## src/rtl/tdm_rx_deser.sv

```systemverilog
// ST-BUS TDM receive deserializer: f0 frame alignment, HUNT/CHECK/LOCK
// sync tracking and MSB-first byte assembly per timeslot.
module tdm_rx_deser #(
  parameter int NSLOT     = 32,
  parameter int FRAME_LEN = 512,
  parameter int LOCK_CNT  = 2
) (
  input  logic       c4,
  input  logic       rst_n,
  input  logic       f0,
  input  logic       clk_en_rx,
  input  logic       rx_data,
  output logic [7:0] slot_data,
  output logic [4:0] slot_num,
  output logic       slot_valid,
  output logic       frame_start,
  output logic       sync_ok,
  output logic       sync_err
);

  localparam int SW = $clog2(NSLOT);
  localparam int BW = SW + 3;
  localparam int CW = $clog2(FRAME_LEN + 1);

  typedef enum logic [1:0] {
    HUNT,
    CHECK,
    LOCK
  } state_t;

  logic [1:0]    rsync_q;
  logic          rst_ni;
  state_t        state_q, state_d;
  logic [2:0]    good_q, good_d;
  logic [CW-1:0] per_q, per_d;
  logic          f0_q;
  logic          act_q;
  logic [BW-1:0] bit_q, bit_d;
  logic [7:0]    sh_q, sh_d;
  logic [7:0]    slot_data_q, slot_data_d;
  logic [4:0]    slot_num_q, slot_num_d;
  logic          slot_valid_q, vld_d;
  logic          frame_start_q;
  logic          sync_ok_q;
  logic          sync_err_q, err_d;
  logic          f0_edge, good, early, miss, stb, done;

  // Assert asynchronously, release on the second c4 edge.
  always_ff @(posedge c4 or negedge rst_n) begin
    if (!rst_n) rsync_q <= '0;
    else        rsync_q <= {rsync_q[0], 1'b1};
  end

  assign rst_ni = rsync_q[1];

  assign f0_edge = f0_q & ~f0;
  assign good    = f0_edge && (per_q == CW'(FRAME_LEN - 1));
  assign early   = f0_edge && (per_q < CW'(FRAME_LEN - 1));
  assign miss    = !f0_edge && (per_q == CW'(FRAME_LEN - 1));

  always_comb begin
    per_d = per_q;
    if (f0_edge)                     per_d = '0;
    else if (per_q != CW'(FRAME_LEN)) per_d = per_q + 1'b1;
  end

  always_comb begin
    state_d = state_q;
    good_d  = good_q;
    err_d   = 1'b0;
    unique case (state_q)
      HUNT: begin
        if (f0_edge) begin
          state_d = CHECK;
          good_d  = '0;
        end
      end
      CHECK: begin
        if (good) begin
          if (good_q + 3'd1 == 3'(LOCK_CNT)) begin
            state_d = LOCK;
            good_d  = 3'(LOCK_CNT);
          end else begin
            good_d = good_q + 3'd1;
          end
        end else if (early) begin
          good_d = '0;
        end else if (miss) begin
          state_d = HUNT;
        end
      end
      LOCK: begin
        if (early || miss) begin
          state_d = HUNT;
          err_d   = 1'b1;
        end
      end
      default: state_d = HUNT;
    endcase
  end

  // A strobe coincident with the edge still closes the old frame.
  assign stb  = clk_en_rx & act_q;
  assign done = stb && (bit_q[2:0] == 3'b111);

  always_comb begin
    sh_d        = stb ? {sh_q[6:0], rx_data} : sh_q;
    bit_d       = bit_q;
    if (f0_edge)  bit_d = '0;
    else if (stb) bit_d = bit_q + 1'b1;
    vld_d       = done && sync_ok_q;
    slot_data_d = vld_d ? sh_d : slot_data_q;
    slot_num_d  = vld_d ? 5'(bit_q[BW-1:3]) : slot_num_q;
  end

  always_ff @(posedge c4 or negedge rst_ni) begin
    if (!rst_ni) begin
      state_q       <= HUNT;
      good_q        <= '0;
      per_q         <= '0;
      f0_q          <= 1'b1;
      act_q         <= 1'b0;
      bit_q         <= '0;
      sh_q          <= '0;
      slot_data_q   <= '0;
      slot_num_q    <= '0;
      slot_valid_q  <= 1'b0;
      frame_start_q <= 1'b0;
      sync_ok_q     <= 1'b0;
      sync_err_q    <= 1'b0;
    end else begin
      state_q       <= state_d;
      good_q        <= good_d;
      per_q         <= per_d;
      f0_q          <= f0;
      act_q         <= act_q | f0_edge;
      bit_q         <= bit_d;
      sh_q          <= sh_d;
      slot_data_q   <= slot_data_d;
      slot_num_q    <= slot_num_d;
      slot_valid_q  <= vld_d;
      frame_start_q <= f0_edge;
      sync_ok_q     <= (state_d == LOCK);
      sync_err_q    <= err_d;
    end
  end

  assign slot_data   = slot_data_q;
  assign slot_num    = slot_num_q;
  assign slot_valid  = slot_valid_q;
  assign frame_start = frame_start_q;
  assign sync_ok     = sync_ok_q;
  assign sync_err    = sync_err_q;

endmodule

```

## config.mk

```make
export PLATFORM = sky130hd
export DESIGN_NAME = tdm_rx_deser
export DESIGN_NICKNAME = d
export VERILOG_FILES = /design/src/rtl/tdm_rx_deser.sv
export SDC_FILE = /design/constraint.sdc
export NUM_CORES = 1
export LEC_CHECK = 0
export ABC_CLOCK_PERIOD_IN_PS = 2000
export CAP_MARGIN = 15
export CELL_PAD_IN_SITES_DETAIL_PLACEMENT = 0
export CELL_PAD_IN_SITES_GLOBAL_PLACEMENT = 1
export CORE_MARGIN = 3
export CORE_UTILIZATION = 45
export DETAILED_ROUTE_END_ITERATION = 8
export PLACE_DENSITY_LB_ADDON = 0.1
export SYNTH_ARGS = -nofsm -noshare
export SYNTH_HDL_FRONTEND = slang
export SYNTH_SLANG_ARGS = --single-unit
```

## constraint.sdc

```tcl
create_clock -name c4 -period 2 [get_ports c4]
set_input_delay 0.2 -clock c4 [delete_from_list [all_inputs] [get_ports c4]]
set_output_delay 0.2 -clock c4 [all_outputs]
set_load 0.1 [all_outputs]
```

Yosys cells after proc, flatten, opt, wreduce, memory -nomap -nowiden --
Cells that the tools add are included.
Word-level totals: input bits 5, bits in registers 52, output and inout bits 17, word-level logic and storage cells 62
Operators by class: equality and inequality tests 9, mux-type cells 19, magnitude comparators 1, bitwise operators 4, reduce and logical (&&, ||, !) cells 12, add/sub/neg operators 3
Operator list (number):
- 2-to-1 mux 8 bit | 3
- 2-to-1 mux 10 bit | 2
- 2-to-1 mux 2 bit | 6
- 2-to-1 mux 3 bit | 4
- adder 10 x 1 -> 10 bit (second input constant) | 1
- == test 10 x 9 -> 1 bit (second input constant) | 1
- less-than comparator 10 x 9 -> 1 bit (second input constant) | 1
- != test 10 bit (second input constant) | 1
- adder 8 x 1 -> 8 bit (second input constant) | 1
- case mux 2 bit (3 select lines) | 1
- case mux 3 bit (2 select lines) | 1
- nonzero test 2 bit | 3
- logical AND 1 bit | 5
- == test 2 bit (second input constant) | 2
- adder 3 x 1 -> 3 bit (second input constant) | 1
- == test 3 x 2 -> 1 bit (second input constant) | 1
- == test 3 bit (second input constant) | 1
- != test 3 bit (second input constant) | 1
- AND reduction 3 bit | 1
- AND 1 bit | 2
- == test 2 x 1 -> 1 bit (second input constant) | 1
- logical NOT 2 bit | 1
- 2-to-1 mux 1 bit | 2
- != test 2 bit (second input constant) | 1
- other kinds (4) | 4

Depth between registers and ports, before layout --
word-level depth 9, mapped depth 6, depth with buffers taken out 5

Worst setup path before layout --
OpenSTA, ideal clock, no wires.
kind register to register, start reg sync_ok_q (netlist: sync_ok), end reg slot_data_q[0] (netlist: slot_data[0]), path buffers 1, stages on the path, launching flop included 4, period minus slack after synthesis 1.737 ns, data required time 1.875 ns, library setup time 0.125 ns, slack 0.263 ns, data arrival time 1.611 ns, cells stage by stage dfrtp_1 > nand3_4 > buf_6 > mux2_4
On the way: word-level cells in the longest chain between the ends 1
Ends and longest elaborated chain:
- start: declaration | line 44 | logic sync_ok_q;
- start signal: assignment | line 143 | sync_ok_q <= (state_d == LOCK);
- logical AND 1 bit | line 111 | vld_d = done && sync_ok_q;
- end signal: assignment | line 139 | slot_data_q <= slot_data_d;
- end: declaration | line 40 | logic [7:0] slot_data_q, slot_data_d;
No other way between the ends. A chain may end at the register's enable or synchronous reset.

Worst setup path after layout --
start reg per_q[0], end reg state_q[1]
On the way: word-level cells in the longest chain between the ends 6, elaborated cells between the ends (all ways) 11, those cells by class order compare (1); eq/ne (1); mux (5); reduce/logical (4)
Ends and longest elaborated chain:
- start: declaration | line 35 | logic [CW-1:0] per_q, per_d;
- start signal: assignment | line 134 | per_q <= per_d;
- branches (longest 5 deep; another with less-than comparator 10 x 9 -> 1 bit)
- case mux 2 bit (3 select lines) * | line 71 | unique case (state_q)
- named net state_d[1] | line 33 | state_t state_q, state_d;
- end signal: assignment | line 132 | state_q <= state_d;
- end: declaration | line 33
Mark *: on every way through the listed nets, which the timed path passes.

==> results.md <==
Global routing:
- The final global-route overflow total is 0.
- The most heavily used metal layer in global routing is met2.
- Global routing consumed, on the met2 layer, 24.6% of the routing resources.
- The met1 routing resource usage after global routing is about a fifth.
- The number of global-route vias before repair was between 1000 and 1500.
- The largest net degree at the start of global routing is between 50 and 60.
- The global-route met3 utilization is around 3.4%.
- Across every metal layer, demand over resource in global routing totals around 15%.
- The number of antenna violations at the first check in global routing is 0.
- The global-route wire length before repair is about 7100 um.

Timing:
- Setup repair after global routing left no endpoint under its margin.
- The final-report hold violation count came to 0.
- Setup slack on the critical path of the routed design comes to ~380 ps.
- The count of pins over their slew limit is 0.
- Dividing the final minimum period by the clock period gives between 80 and 90%.
- For the pin with the worst max-slew slack, the measured transition is slightly above 600 ps.
- The headroom to the max-slew limit is between 50% and 60%.
- Setup total negative slack on the finished layout was measured at 0 ps.
- Setup violations remaining at the end of the flow were counted as 0.
- The worst path needs roughly 1600 ps of the cycle, external delays included.
- Based on the critical path, the design can be clocked at up to approximately 620 MHz.
- The maximum clock skew at final layout is a little over 8 ps.

CTS:
- CTS built an H-tree with a depth of 2.
- The count of buffers added by post-CTS timing repair for setup is 0.
- The CTS buffer count is 5.
- The deepest clock path buffer count is 2.
- The clock drives between 50 and 60 sinks.
- The root buffer cell chosen for the clock tree is sky130_fd_sc_hd__clkbuf_8.
- The number of hold-repair buffers added at the cts stage is 0.
- The clock latency at the later pin of the worst-skew pair is roughly 300 ps.
- The clock-pin slew on the worst setup and hold paths is around 90 ps.
- TritonCTS built the clock tree.
- The count of instances resized after the clock tree is built is 0.

Pwr:
- In this run the power density over the cells is 820 nW/um^2.
- The peak supply drop is approximately 380 uV.
- Summed over all cells, the static leakage comes to 1.31 nW.

Finish:
- The net count of the finished layout is 236.
- The post-route netlist has 20.8% of its cells at a drive strength greater than 1.
- The number of diodes added for antenna fixing is 0.
- The layout overhead on the synthesized area is 15.6%.
- The commonest non-fill, non-tap cell in the layout is sky130_fd_sc_hd__dfrtp_1.
- In the layout the commonest cells are sky130_fd_sc_hd__dfrtp_1, sky130_fd_sc_hd__nand2_1, sky130_fd_sc_hd__buf_4.

Worst hold path:
- The worst hold path belongs to the class input pin to async pin.

Worst setup path:
- The data arrival time of the critical path is around 1800 ps.
- In this run the worst setup path begins at per_q[0].
- The highest fanout seen on the critical path is 5.
- STA classifies the critical path endpoint as a flip-flop.
- The required time reported for the critical path endpoint is ~2200 ps.
- The path type of the worst setup path is flip-flop to flip-flop.
- STA classifies the critical path startpoint as a flip-flop.
- The startpoint identified for the worst register-to-register timing path is per_q[0].

Placed design:
- At the end of routability-driven placement, the weighted congestion stood at just over 0.8.
- The setup slack after placement is approximately 270 ps.
- The number of I/O port buffers is 21.
- The HPWL after detailed placement is approximately 2800 um.

Detailed routing:
- The detail route stage leaves a number of antenna-violating nets equal to 0.
- For this block, the routed nets add up to approximately 4000 um of wire.
- After detailed routing, the average wire length per cell comes to 13.7 um.
- For this block, the initial DRC count from the detailed router was around 90.
- The detailed-routing iteration count for the pre-antenna-repair pass is 4.
- The average vias per placed instance is roughly 5.1.
- The detailed-route via count is 1504.
- The detailed-route DRC error count is 0.

Yosys:
- The number of instances in the synthesized netlist is 200.
- Counting flops with a built-in enable in the synthesized netlist gives 0.
- The mean area per synthesized cell is 11.4 um^2.
- The sequential share of the synthesized area is approximately 57%.
- Yosys printed 0 warnings.
- In this run the cell area of the synthesized design comes to 2290 um^2.
- Synthesis instantiated 37 different standard cells from the library.
- After synthesis, the share of flip-flops with an asynchronous set or reset is 100%.
- Counting every net in the synthesized netlist gives 211.
- Counting flops and latches in the post-synthesis netlist gives 52.
- The main flop type after synthesis is sky130_fd_sc_hd__dfrtp_1.

Floorplanning:
- The row count is 25.
- The placeable core region is about 4800 um^2.
- Pin placement for this block handled 22 I/O pins.
- The overall die area is approximately 6000 um^2.
- The initial core utilization is 47.5%.
- The die width is between 70 and 80 um.
- From bottom edge to top edge, the die measures about 77 um.

Job:
- The tool flagged a number of max-cap violations equal to 0.

Status:
- The run finished with clean final reports.
## per-layer routing
| metal | vias up | part of all wire (%) |
|---|---|---|
| met5 | - | 0 |
| met4 | 0 | 0.95 |
| met3 | 5 | 3.4 |
| met2 | 27 | 51 |
| met1 | 744 | 45 |
| li1 | 728 | - |
## layout make-up
cell class / instances / area, um^2
tap: 67 / 83.8
fill: 425 / 2170
sequential: 52 / 1300
inverter: 6 / 22.5
multi-input combinational: 136 / 926
clock buffer: 6 / 82.6
clock inverter: 2 / 38.8
timing repair buffer: 24 / 190
## final timing paths
| check | endpoint | depth (start not counted) | slack [ps] |
|---|---|---|---|
| worst max-delay path | state_q[1] | 5 | 380 |
| worst min-delay path | rsync_q[0] | 1 | 60 |
| worst max register to register | state_q[1] | 5 | 380 |
| worst min register to register | slot_data[6] | 1 | 370 |
| max in group asynchronous | per_q[4] | 1 | 1220 |
| min in group c4 | f0_q | 1 | 330 |
## per-stage QoR
stage | utilization (%) | cells | cell area (um^2) | hold slack, ps | total power, mW
final | 55.0 | 293 | 2650 | 64.1 | 2.17
after global routing | 55.0 | 293 | 2650 | 48.0 | 2.31
after CTS | 55.0 | 293 | 2650 | 52.7 | 2.20
after detailed placement | 52.4 | 285 | 2530 | 358 | 1.45
after global placement | 52.4 | 285 | 2530 | 340 | 1.43
after floorplan | - | 200 | 2290 | -95.6 | 1.38
## state kept, by name, summed over array words and instances, names as in the netlist, 2 cells and up
name,cells
bit_q,8
good_q,3
per_q,10
rsync_q,2
sh_q,8
slot_data,8
slot_num,5
state_q,2
## report_power, final
group          total (mW)  internal (mW)  switching, mW
logic               0.222         0.0862          0.136
registers            1.20           1.13         0.0751
clock network       0.747          0.409          0.338
total                2.17           1.62          0.549
## worst max-delay path, cell delays in order (launching register included)
cell and delay, ps:
sky130_fd_sc_hd__dfrtp_1 450, sky130_fd_sc_hd__ha_1 240, sky130_fd_sc_hd__and4_1 290, sky130_fd_sc_hd__nand2_1 160
sky130_fd_sc_hd__a21oi_1 230, sky130_fd_sc_hd__o32ai_1 130
## synthesized netlist by cell type, types with 2 or more instances
cell	count	area, um^2
sky130_fd_sc_hd__nand2b_1	6	37.5
sky130_fd_sc_hd__mux2_2	4	45.0
sky130_fd_sc_hd__mux2_4	9	135
sky130_fd_sc_hd__o32ai_1	2	17.5
sky130_fd_sc_hd__a211o_1	2	17.5
sky130_fd_sc_hd__ha_1	6	75.1
sky130_fd_sc_hd__or3_1	3	18.8
sky130_fd_sc_hd__nand3_1	5	25.0
sky130_fd_sc_hd__inv_1	6	22.5
sky130_fd_sc_hd__dfrtp_1	51	1280
sky130_fd_sc_hd__nor2_1	12	45.0
sky130_fd_sc_hd__a21oi_1	8	40.0
sky130_fd_sc_hd__buf_2	4	20.0
sky130_fd_sc_hd__nand2_1	37	139
sky130_fd_sc_hd__nand4_1	4	25.0
sky130_fd_sc_hd__o31ai_1	2	15.0
sky130_fd_sc_hd__xor2_1	5	43.8
sky130_fd_sc_hd__o21ai_0	5	25.0
sky130_fd_sc_hd__nor3_1	5	25.0
sky130_fd_sc_hd__xnor2_1	7	61.3
## cell families (layout without fill, tap and decap cells)
| group | Yosys count | count (layout) | share of synthesized area (%) |
|---|---|---|---|
| AO/OA/AOI/OAI | 21 | 21 | 5.68 |
| XOR/XNOR | 12 | 12 | 4.59 |
| adder cells (fa/ha/maj) | 6 | 6 | 3.28 |
| buffers and inverters | 12 | 38 | 2.68 |
| flip-flops | 52 | 52 | 56.9 |
| multiplexers | 13 | 13 | 7.87 |
| other | 1 | 1 | 0.164 |
| AND/OR/NAND/NOR | 83 | 83 | 18.9 |
Note: power is estimated with default switching activity, not from simulation.
